`src/rtl/spi_arbiter.sv`:
```
// spi_arbiter: round-robin sharing of the spi_interface command channel
// (work/len/op/busy) between two requesters. The winner's len/op are latched,
// work is pulsed once, and the busy rise/fall handshake is followed before
// per-client done/err is returned. sel steers the external FIFO muxes.
//
// Optional feature: define SPI_ARB_WDOG_EN to enable a watchdog that aborts
// a transaction (err=1) when busy does not complete within WDOG_CYCLES.
module spi_arbiter #(
    parameter int unsigned LEN_W       = 16,
    parameter int unsigned WDOG_CYCLES = 1000000
) (
    input  logic             clk,
    input  logic             rst,
    input  logic [1:0]       req,
    input  logic [LEN_W-1:0] len0,
    input  logic             op0,
    input  logic [LEN_W-1:0] len1,
    input  logic             op1,
    output logic [1:0]       gnt,
    output logic [1:0]       done,
    output logic             err,
    output logic             sel,
    output logic             work,
    output logic [LEN_W-1:0] len,
    output logic             op,
    input  logic             busy
);

    typedef enum logic [2:0] {
        S_IDLE,
        S_ISSUE,
        S_WAIT_ACK,
        S_WAIT_DONE,
        S_RELEASE
    } state_t;

    state_t           r_state;
    logic             r_last;
    logic [1:0]       r_gnt;
    logic [1:0]       r_done;
    logic             r_err;
    logic             r_sel;
    logic             r_work;
    logic [LEN_W-1:0] r_len;
    logic             r_op;

    logic             w_any;
    logic             w_pick;

`ifdef SPI_ARB_WDOG_EN
    logic [31:0]      r_wdog_cnt;
`else
    logic             w_unused_wdog;
    assign w_unused_wdog = ^WDOG_CYCLES;
`endif

    // Winner selection: a lone requester wins; on contention the client that
    // was not served last wins.
    assign w_any  = |req;
    assign w_pick = (req == 2'b11) ? ~r_last : req[1];

    // Arbitration / handshake FSM with registered outputs. work and done are
    // single-cycle pulses, cleared by default every cycle.
    always_ff @(posedge clk) begin
        if (rst) begin
            r_state <= S_IDLE;
            r_last  <= 1'b1;
            r_gnt   <= '0;
            r_done  <= '0;
            r_err   <= 1'b0;
            r_sel   <= 1'b0;
            r_work  <= 1'b0;
            r_len   <= '0;
            r_op    <= 1'b0;
`ifdef SPI_ARB_WDOG_EN
            r_wdog_cnt <= '0;
`endif
        end else begin
            r_work <= 1'b0;
            r_done <= '0;
            r_err  <= 1'b0;
            case (r_state)
                S_IDLE: begin
                    if (w_any) begin
                        r_gnt   <= w_pick ? 2'b10 : 2'b01;
                        r_sel   <= w_pick;
                        r_last  <= w_pick;
                        r_len   <= w_pick ? len1 : len0;
                        r_op    <= w_pick ? op1 : op0;
                        r_state <= S_ISSUE;
                    end
                end
                S_ISSUE: begin
                    if (r_len == '0) begin
                        // Zero-length transfers never reach spi_interface.
                        r_done  <= r_gnt;
                        r_err   <= 1'b1;
                        r_gnt   <= '0;
                        r_state <= S_RELEASE;
                    end else begin
                        r_work  <= 1'b1;
                        r_state <= S_WAIT_ACK;
                    end
`ifdef SPI_ARB_WDOG_EN
                    r_wdog_cnt <= '0;
`endif
                end
                S_WAIT_ACK: begin
`ifdef SPI_ARB_WDOG_EN
                    if (r_wdog_cnt == WDOG_CYCLES - 1) begin
                        r_done  <= r_gnt;
                        r_err   <= 1'b1;
                        r_gnt   <= '0;
                        r_state <= S_RELEASE;
                    end else begin
                        r_wdog_cnt <= r_wdog_cnt + 32'd1;
                        if (busy) r_state <= S_WAIT_DONE;
                    end
`else
                    if (busy) r_state <= S_WAIT_DONE;
`endif
                end
                S_WAIT_DONE: begin
`ifdef SPI_ARB_WDOG_EN
                    if (r_wdog_cnt == WDOG_CYCLES - 1) begin
                        r_done  <= r_gnt;
                        r_err   <= 1'b1;
                        r_gnt   <= '0;
                        r_state <= S_RELEASE;
                    end else begin
                        r_wdog_cnt <= r_wdog_cnt + 32'd1;
                        if (!busy) begin
                            r_done  <= r_gnt;
                            r_gnt   <= '0;
                            r_state <= S_RELEASE;
                        end
                    end
`else
                    if (!busy) begin
                        r_done  <= r_gnt;
                        r_gnt   <= '0;
                        r_state <= S_RELEASE;
                    end
`endif
                end
                S_RELEASE: begin
                    // done is visible during this cycle; sel keeps its value.
                    r_state <= S_IDLE;
                end
                default: begin
                    r_state <= S_IDLE;
                    r_gnt   <= '0;
                end
            endcase
        end
    end

    assign gnt  = r_gnt;
    assign done = r_done;
    assign err  = r_err;
    assign sel  = r_sel;
    assign work = r_work;
    assign len  = r_len;
    assign op   = r_op;

endmodule
```
`config.mk`:
```
export PLATFORM = sky130hd
export DESIGN_NAME = spi_arbiter
export DESIGN_NICKNAME = d
export VERILOG_FILES = /design/src/rtl/spi_arbiter.sv
export SDC_FILE = /design/constraint.sdc
export NUM_CORES = 1
export LEC_CHECK = 0
export ABC_AREA = 1
export BUFFER_PORTS_ARGS = -buffer_cell sky130_fd_sc_hd__buf_2
export CAP_MARGIN = 20
export CELL_PAD_IN_SITES_DETAIL_PLACEMENT = 1
export CELL_PAD_IN_SITES_GLOBAL_PLACEMENT = 1
export CORE_MARGIN = 1
export CORE_UTILIZATION = 31
export DETAILED_ROUTE_END_ITERATION = 6
export HOLD_SLACK_MARGIN = 0.02
export PLACE_DENSITY = 0.75
export REMOVE_ABC_BUFFERS = 1
export SLEW_MARGIN = 10
export SYNTH_ARGS = -nofsm -noshare
export SYNTH_HDL_FRONTEND = slang
export SYNTH_SLANG_ARGS = --single-unit
export TNS_END_PERCENT = 5
```
`constraint.sdc`:
```
create_clock -name clk -period 1.5 [get_ports clk]
set_input_delay 0.15 -clock clk [delete_from_list [all_inputs] [get_ports clk]]
set_output_delay 0.15 -clock clk [all_outputs]
set_load 0.005 [all_outputs]
```
==> results.yml, run 1 <==
grt:
  grt_util_all_layers_pct: 17.64
  grt_pass1_vias: 1342
  first_pass_grt_wire_length_mm: 6.099
  initial_antenna_violation_count: 0
  leftover_overflow_at_the_end_of_global_routing: 0
  pin_count_of_the_biggest_net_entering_global_routing: 23
clock_tree:
  clock_path_buffers: 2
  postCtsSetupRepairBufs: 0
  hold_buffers: 0
  cts_tree: "done"
  cts_buffers: 3
  cts_htree_levels: 1
  path_clk_slew_ns: 0.10
  post_cts_repair_resize_count: 0
  clock_tree.root_cell: "clkbuf_8"
  tritoncts_num_sinks: 28
  worstSkewPairLatency_ns: 0.27
synth:
  netlist_top_cells_area: "dfxtp_1 42%, a21oi_2 11%, nand2_1 10%, a21oi_1 7.8%, o21ai_0 6.3%"
  yosysTopAreaCell: "dfxtp_1"
  ys.flop_type: "dfxtp_1"
  postSynth.asyncResetShare_pct: 0
  count_of_mapped_cells_out_of_synthesis: 177
  synthesis.yosys.warnings: 0
  post-synth-top-count-cell: "nand2_1"
  synth-edff-count: 0
  synth_commonest_cells: "36 x nand2_1, 28 x dfxtp_1, 21 x a21oi_1"
  syn-cell-area_sq_um: 1346
  synth-seq-area-share_pct: 41.64
  netlist-cell-type-count: 22
  post_synthesis_mean_instance_area_sq_um: 7.606
  synth_top_area_share_pct: 41.64
  flops_latches_synth: 28
timing:
  postLayoutSetupSlackWorst_ns: 0.1737
  setup-violations-final: 0
  worst_slew_margin_rel_pct: 70.27
  setup_tns_ns: 0
  rsz0062_at_grt: "no"
  post-route-period-util_pct: 88.42
  timing.final.crit_period_ns: 1.326
  timing_worst_slew_pin_value_ns: 0.4453
  final_hold_violating_endpoints: 0
  max_freq_mhz: 754.0
  timing.hold.ws_ns: 0.1120
  clock_skew_ns: 0.002520
  final_max_slew_viol_count: 0
worst_setup_path:
  path_delay_family: "flip-flops"
  endpoint_kind: "flop"
  critical-path-max-stage-delay_ns: 0.37
  crit_buf_inv: 2
  crit-reg2reg-capture: "len[6]"
  timing.critical_path.slowest_stage_cell: "dfxtp_1"
  worst-endpoint-required_ns: 1.67
  cp_data_arrival_time_ns: 1.49
  reg2reg_from: "r_state[2]"
  length_in_cells_of_the_worst_reg_to_reg_path: 7
  crit_path_cell_trace: "nor2_4 -> nand2_2 -> inv_2 -> nand2_4 -> buf_4 -> a21oi_1 -> a21oi_1"
  r2r_setup_slack_ns: 0.17
  critPathMaxFanout: 11
  crit_path_start_kind: "flop"
  setup.worst_path.class: "flop to flop"
  critical_path.most_common_cell: "a21oi_1"
place:
  globalplace.congestion: 0.8195
  place_inst: 285
  dpl_worst_slack_ns: 0.1876
  io_buffers: 62
  hpwl_mm: 2.716
power:
  static-leakage-power_nw: 0.8468
  max-vdd-ir-drop_mv: 0.4445
  power-per-cell-area_nw_per_um2: 1357
routing:
  final_antenna_violating_net_count: 0
  drt_drc_violations_left: 0
  via_per_inst: 4.796
  drt-initial-drc-count: 62
  routed_wl_mm: 3.636
  via_count: 1386
  wl_per_cell_um: 12.58
  detail_route.first_pass.iterations: 4
floorplan:
  area_of_the_die_sq_um: 4610
  die_x_um: 67.90
  floorplan.die.height_um: 67.90
  ioPinCount: 63
  initial_core_util_pct: 32.95
  num_rows: 23
  coreArea_sq_um: 4086
final_layout:
  diodes: 0
  finalNetCount: 279
  fill_cells: 547
  finish.cell_count_without_fillers: 289
  areaGrowthSynthToFinish_pct: 28.72
  drive_above_1_share_pct: 40.17
min_path:
  worst_hold_endpoint: "op"
  hold_path_startpoint: "op1"
  hold_path_depth: 3
  min-delay-path-class: "input pin to flop"
status:
  run_status: "completed"
job:
  max-cap-violations: 0
report_power, final:
part	switching [W]	leakage, nW	internal [W]
registers	0.000121	0.231	0.000897
clock network	0.000235	0.0288	0.000235
logic	0.000514	0.587	0.000350
cells by family after synthesis:
group	share of synthesized area, %
and+or+nand+nor	21.65
buffers and inverters	9.107
DFF	41.64
AOI/OAI and AO/OA	27.60
stage by stage:
step,total power [W],instance area [sq um],utilization [%]
floorplan,0.001554,1280,-
global placement,0.001880,1675,41.00
detailed placement,0.001903,1675,41.00
CTS,0.002390,1730,42.35
global route,0.002566,1733,42.41
finish,0.002351,1733,42.41
worst max path at each step:
stage,depth (start not counted),end,start,slack (ns)
finish,7,len[6],r_state[2],0.17
global route,7,len[6],r_state[2],0.06
CTS,7,len[8],r_state[2],0.15
detailed placement,7,len[0],r_state[2],0.19
global placement,7,len[5],r_state[2],0.26
floorplan,5,sel,r_last,0.27
per-layer routing:
metal  share of wire [%]  up-vias  track usage (%)
li1                    -      709                -
met1                  46      638            21.69
met2                  48       37            30.20
met3                 4.9        2            3.667
met4                0.74        0            6.250
met5                   0        -                0
state kept, by name, indices dropped and copies added, names as in the netlist:
register  flops
gnt           2
done          2
r_last        1
op            1
len          16
sel           1
work          1
err           1
r_state       3
layout make-up:
type | instances | area, sq um | share of cell area [%]
Multi-Input combinational cell | 127 | 663.1 | 38.27
Sequential cell | 28 | 560.5 | 32.35
Timing Repair Buffer | 65 | 332.8 | 19.21
Tap cell | 50 | 62.56 | 3.610
Inverter | 15 | 58.81 | 3.394
Clock buffer | 4 | 55.05 | 3.177
layout by cell type, fill, tap and decap left out, types with 4 or more instances in the layout:
cell type and count:
buf_2 62, nand2_1 36, dfxtp_1 28, a21oi_1 21, nor2_1 17, a21oi_2 17, o21ai_0 17, inv_1 11
nand3_1 7, clkbuf_8 4
worst register-to-register path: cells and delay by family (launching register included):
family                 cells  cell delay, ns
AO/OA/AOI/OAI              2            0.22
buffers and inverters      2            0.30
flip-flops                 1            0.37
AND/OR/NAND/NOR            3            0.34
(Power assumes the default switching activity.)
==> inputs of run 2 (changes only) <==
--- a/config.mk
+++ b/config.mk
@@ -15,6 +15,7 @@
 export DETAILED_ROUTE_END_ITERATION = 6
 export HOLD_SLACK_MARGIN = 0.02
 export PLACE_DENSITY = 0.75
+export RECOVER_POWER = 50
 export REMOVE_ABC_BUFFERS = 1
 export SLEW_MARGIN = 10
 export SYNTH_ARGS = -nofsm -noshare
==> run 2 against run 1 <==
- routed wire length about the same
- non-clock buffer count unchanged
- clock power about the same
- register-to-register slack about the same
- critical path depth unchanged
- clock skew about the same
- largest cell class unchanged
- highest routed layer unchanged
==> results.yml, run 2 (same netlist as run 1, synthesis figures left out) <==
status:
  run_status: "completed"
worst_setup_path:
  critPathMaxFanout: 11
  critical-path-max-stage-delay_ns: 0.37
  critical_path.most_common_cell: "a21oi_1"
  crit_path_start_kind: "flop"
  cp_data_arrival_time_ns: 1.50
  worst-endpoint-required_ns: 1.67
  reg2reg_from: "r_state[2]"
  capturing_instance_or_port_of_the_critical_path: "len[6]"
  setup.worst_path.class: "flop to flop"
  length_in_cells_of_the_worst_reg_to_reg_path: 7
  r2r_setup_slack_ns: 0.17
  crit_path_start: "r_state[2]"
  crit_path_cell_trace: "nor2_4 -> nand2_2 -> inv_2 -> nand2_4 -> buf_4 -> a21oi_1 -> a21oi_1"
  endpoint_kind: "flop"
  crit-reg2reg-capture: "len[6]"
  timing.critical_path.slowest_stage_cell: "dfxtp_1"
place:
  io_buffers: 62
  hpwl_mm: 2.716
  globalplace.congestion: 0.8195
timing:
  max_freq_mhz: 753.6
  setup_tns_ns: 0
  final_max_slew_viol_count: 0
  timing.hold.ws_ns: 0.1118
  clock_skew_ns: 0.002399
  timing.final.crit_period_ns: 1.327
  final_hold_violating_endpoints: 0
  rsz0062_at_grt: "no"
  setup-violations-final: 0
  timing_worst_slew_pin_value_ns: 0.4462
  post-route-period-util_pct: 88.46
  worst_slew_margin_rel_pct: 70.21
clock_tree:
  cts_tree: "done"
  clock_path_buffers: 2
  tritoncts_num_sinks: 28
  clock_tree.root_cell: "clkbuf_8"
  postCtsSetupRepairBufs: 0
  cts_htree_levels: 1
  cts_buffers: 3
  worstSkewPairLatency_ns: 0.27
  path_clk_slew_ns: 0.10
routing:
  routed_wl_mm: 3.639
  drt-initial-drc-count: 73
  wl_per_cell_um: 12.59
  via_count: 1384
  via_per_inst: 4.789
  final_antenna_violating_net_count: 0
  detail_route.first_pass.iterations: 4
  drt_drc_violations_left: 0
grt:
  grt_pass1_vias: 1342
  leftover_overflow_at_the_end_of_global_routing: 0
  pin_count_of_the_biggest_net_entering_global_routing: 23
  grt_util_all_layers_pct: 17.64
  initial_antenna_violation_count: 0
  first_pass_grt_wire_length_mm: 6.099
final_layout:
  max_reg_flops: 16
  areaGrowthSynthToFinish_pct: 27.51
  commonest_cells_after_routing_fill_and_taps_aside: "49 x buf_2, 36 x nand2_1, 28 x dfxtp_1"
  finalNetCount: 279
  diodes: 0
  mostFrequentLayoutCell: "buf_2"
  fill_cells: 552
  drive_above_1_share_pct: 34.73
min_path:
  hold_path_startpoint: "op1"
  min-delay-path-class: "input pin to flop"
floorplan:
  floorplan.die.height_um: 67.90
  coreArea_sq_um: 4086
  num_rows: 23
  ioPinCount: 63
  initial_core_util_pct: 32.95
  area_of_the_die_sq_um: 4610
  die_x_um: 67.90
power:
  power.total_w: 0.002338
  max-vdd-ir-drop_mv: 0.4433
  static-leakage-power_nw: 0.7960
  power-per-cell-area_nw_per_um2: 1362
job:
  max-cap-violations: 0
## run 2: cell count changes in the layout (fill, tap and decap cells not counted), sizes merged
cell | previous run | this run
buf | 65 | 52
clkbuf | 4 | 17
## run 2: worst min-delay path by stage
stage | to | cells past startpoint
final | op | 3
after global routing | op | 3
after CTS | op | 3
after detailed placement | op | 3
after global placement | op | 3
after floorplan | sel | 1
## run 2: routing by layer
metal,global-route usage (%),part of all wire [%],up-vias,wire [um]
met1,21.69,46,635,1681
met5,0,0,-,0
li1,-,-,710,-
met3,3.667,4.9,2,180
met4,6.250,0.74,0,27
met2,30.20,48,37,1750
## run 2: stage by stage
step | util [%] | setup slack [ns] | std cells | area [sq um]
final | 42.01 | 0.1731 | 289 | 1717
after global routing | 42.01 | 0.06490 | 289 | 1717
after CTS | 42.35 | 0.1497 | 289 | 1730
after detailed placement | 41.00 | 0.1876 | 285 | 1675
after global placement | 41.00 | 0.2586 | 285 | 1675
after floorplan | - | 0.2676 | 170 | 1280
## run 2: report_power, final
group	internal, W	total [W]	switching [W]
Clock	0.000235	0.000470	0.000235
Sequential	0.000897	0.00102	0.000124
Combinational	0.000334	0.000847	0.000514
## run 2: final cells by class
cell class,instances,area [sq um],share of cell area [%]
clock buffers,4,55.05,3.207
well taps,50,62.56,3.644
multi-input cells,127,663.1,38.63
flip-flops and latches,28,560.5,32.65
repair buffers,65,316.6,18.44
inverters,15,58.81,3.426
## run 2: timing repair
| action | CTS | global route |
|---|---|---|
| hold endpoints to repair | 0 | 0 |
| hold buffers | 0 | 0 |
| endpoints found under the setup margin | 0 | 2 |
| gates resized for setup | 0 | 2 |
## run 2: critical path, delay by kind of cell (launching register included)
family,cells,cell delay (ns)
buffers and inverters,2,0.30
AO/OA/AOI/OAI,2,0.22
flip-flops,1,0.37
AND/OR/NAND/NOR,3,0.34
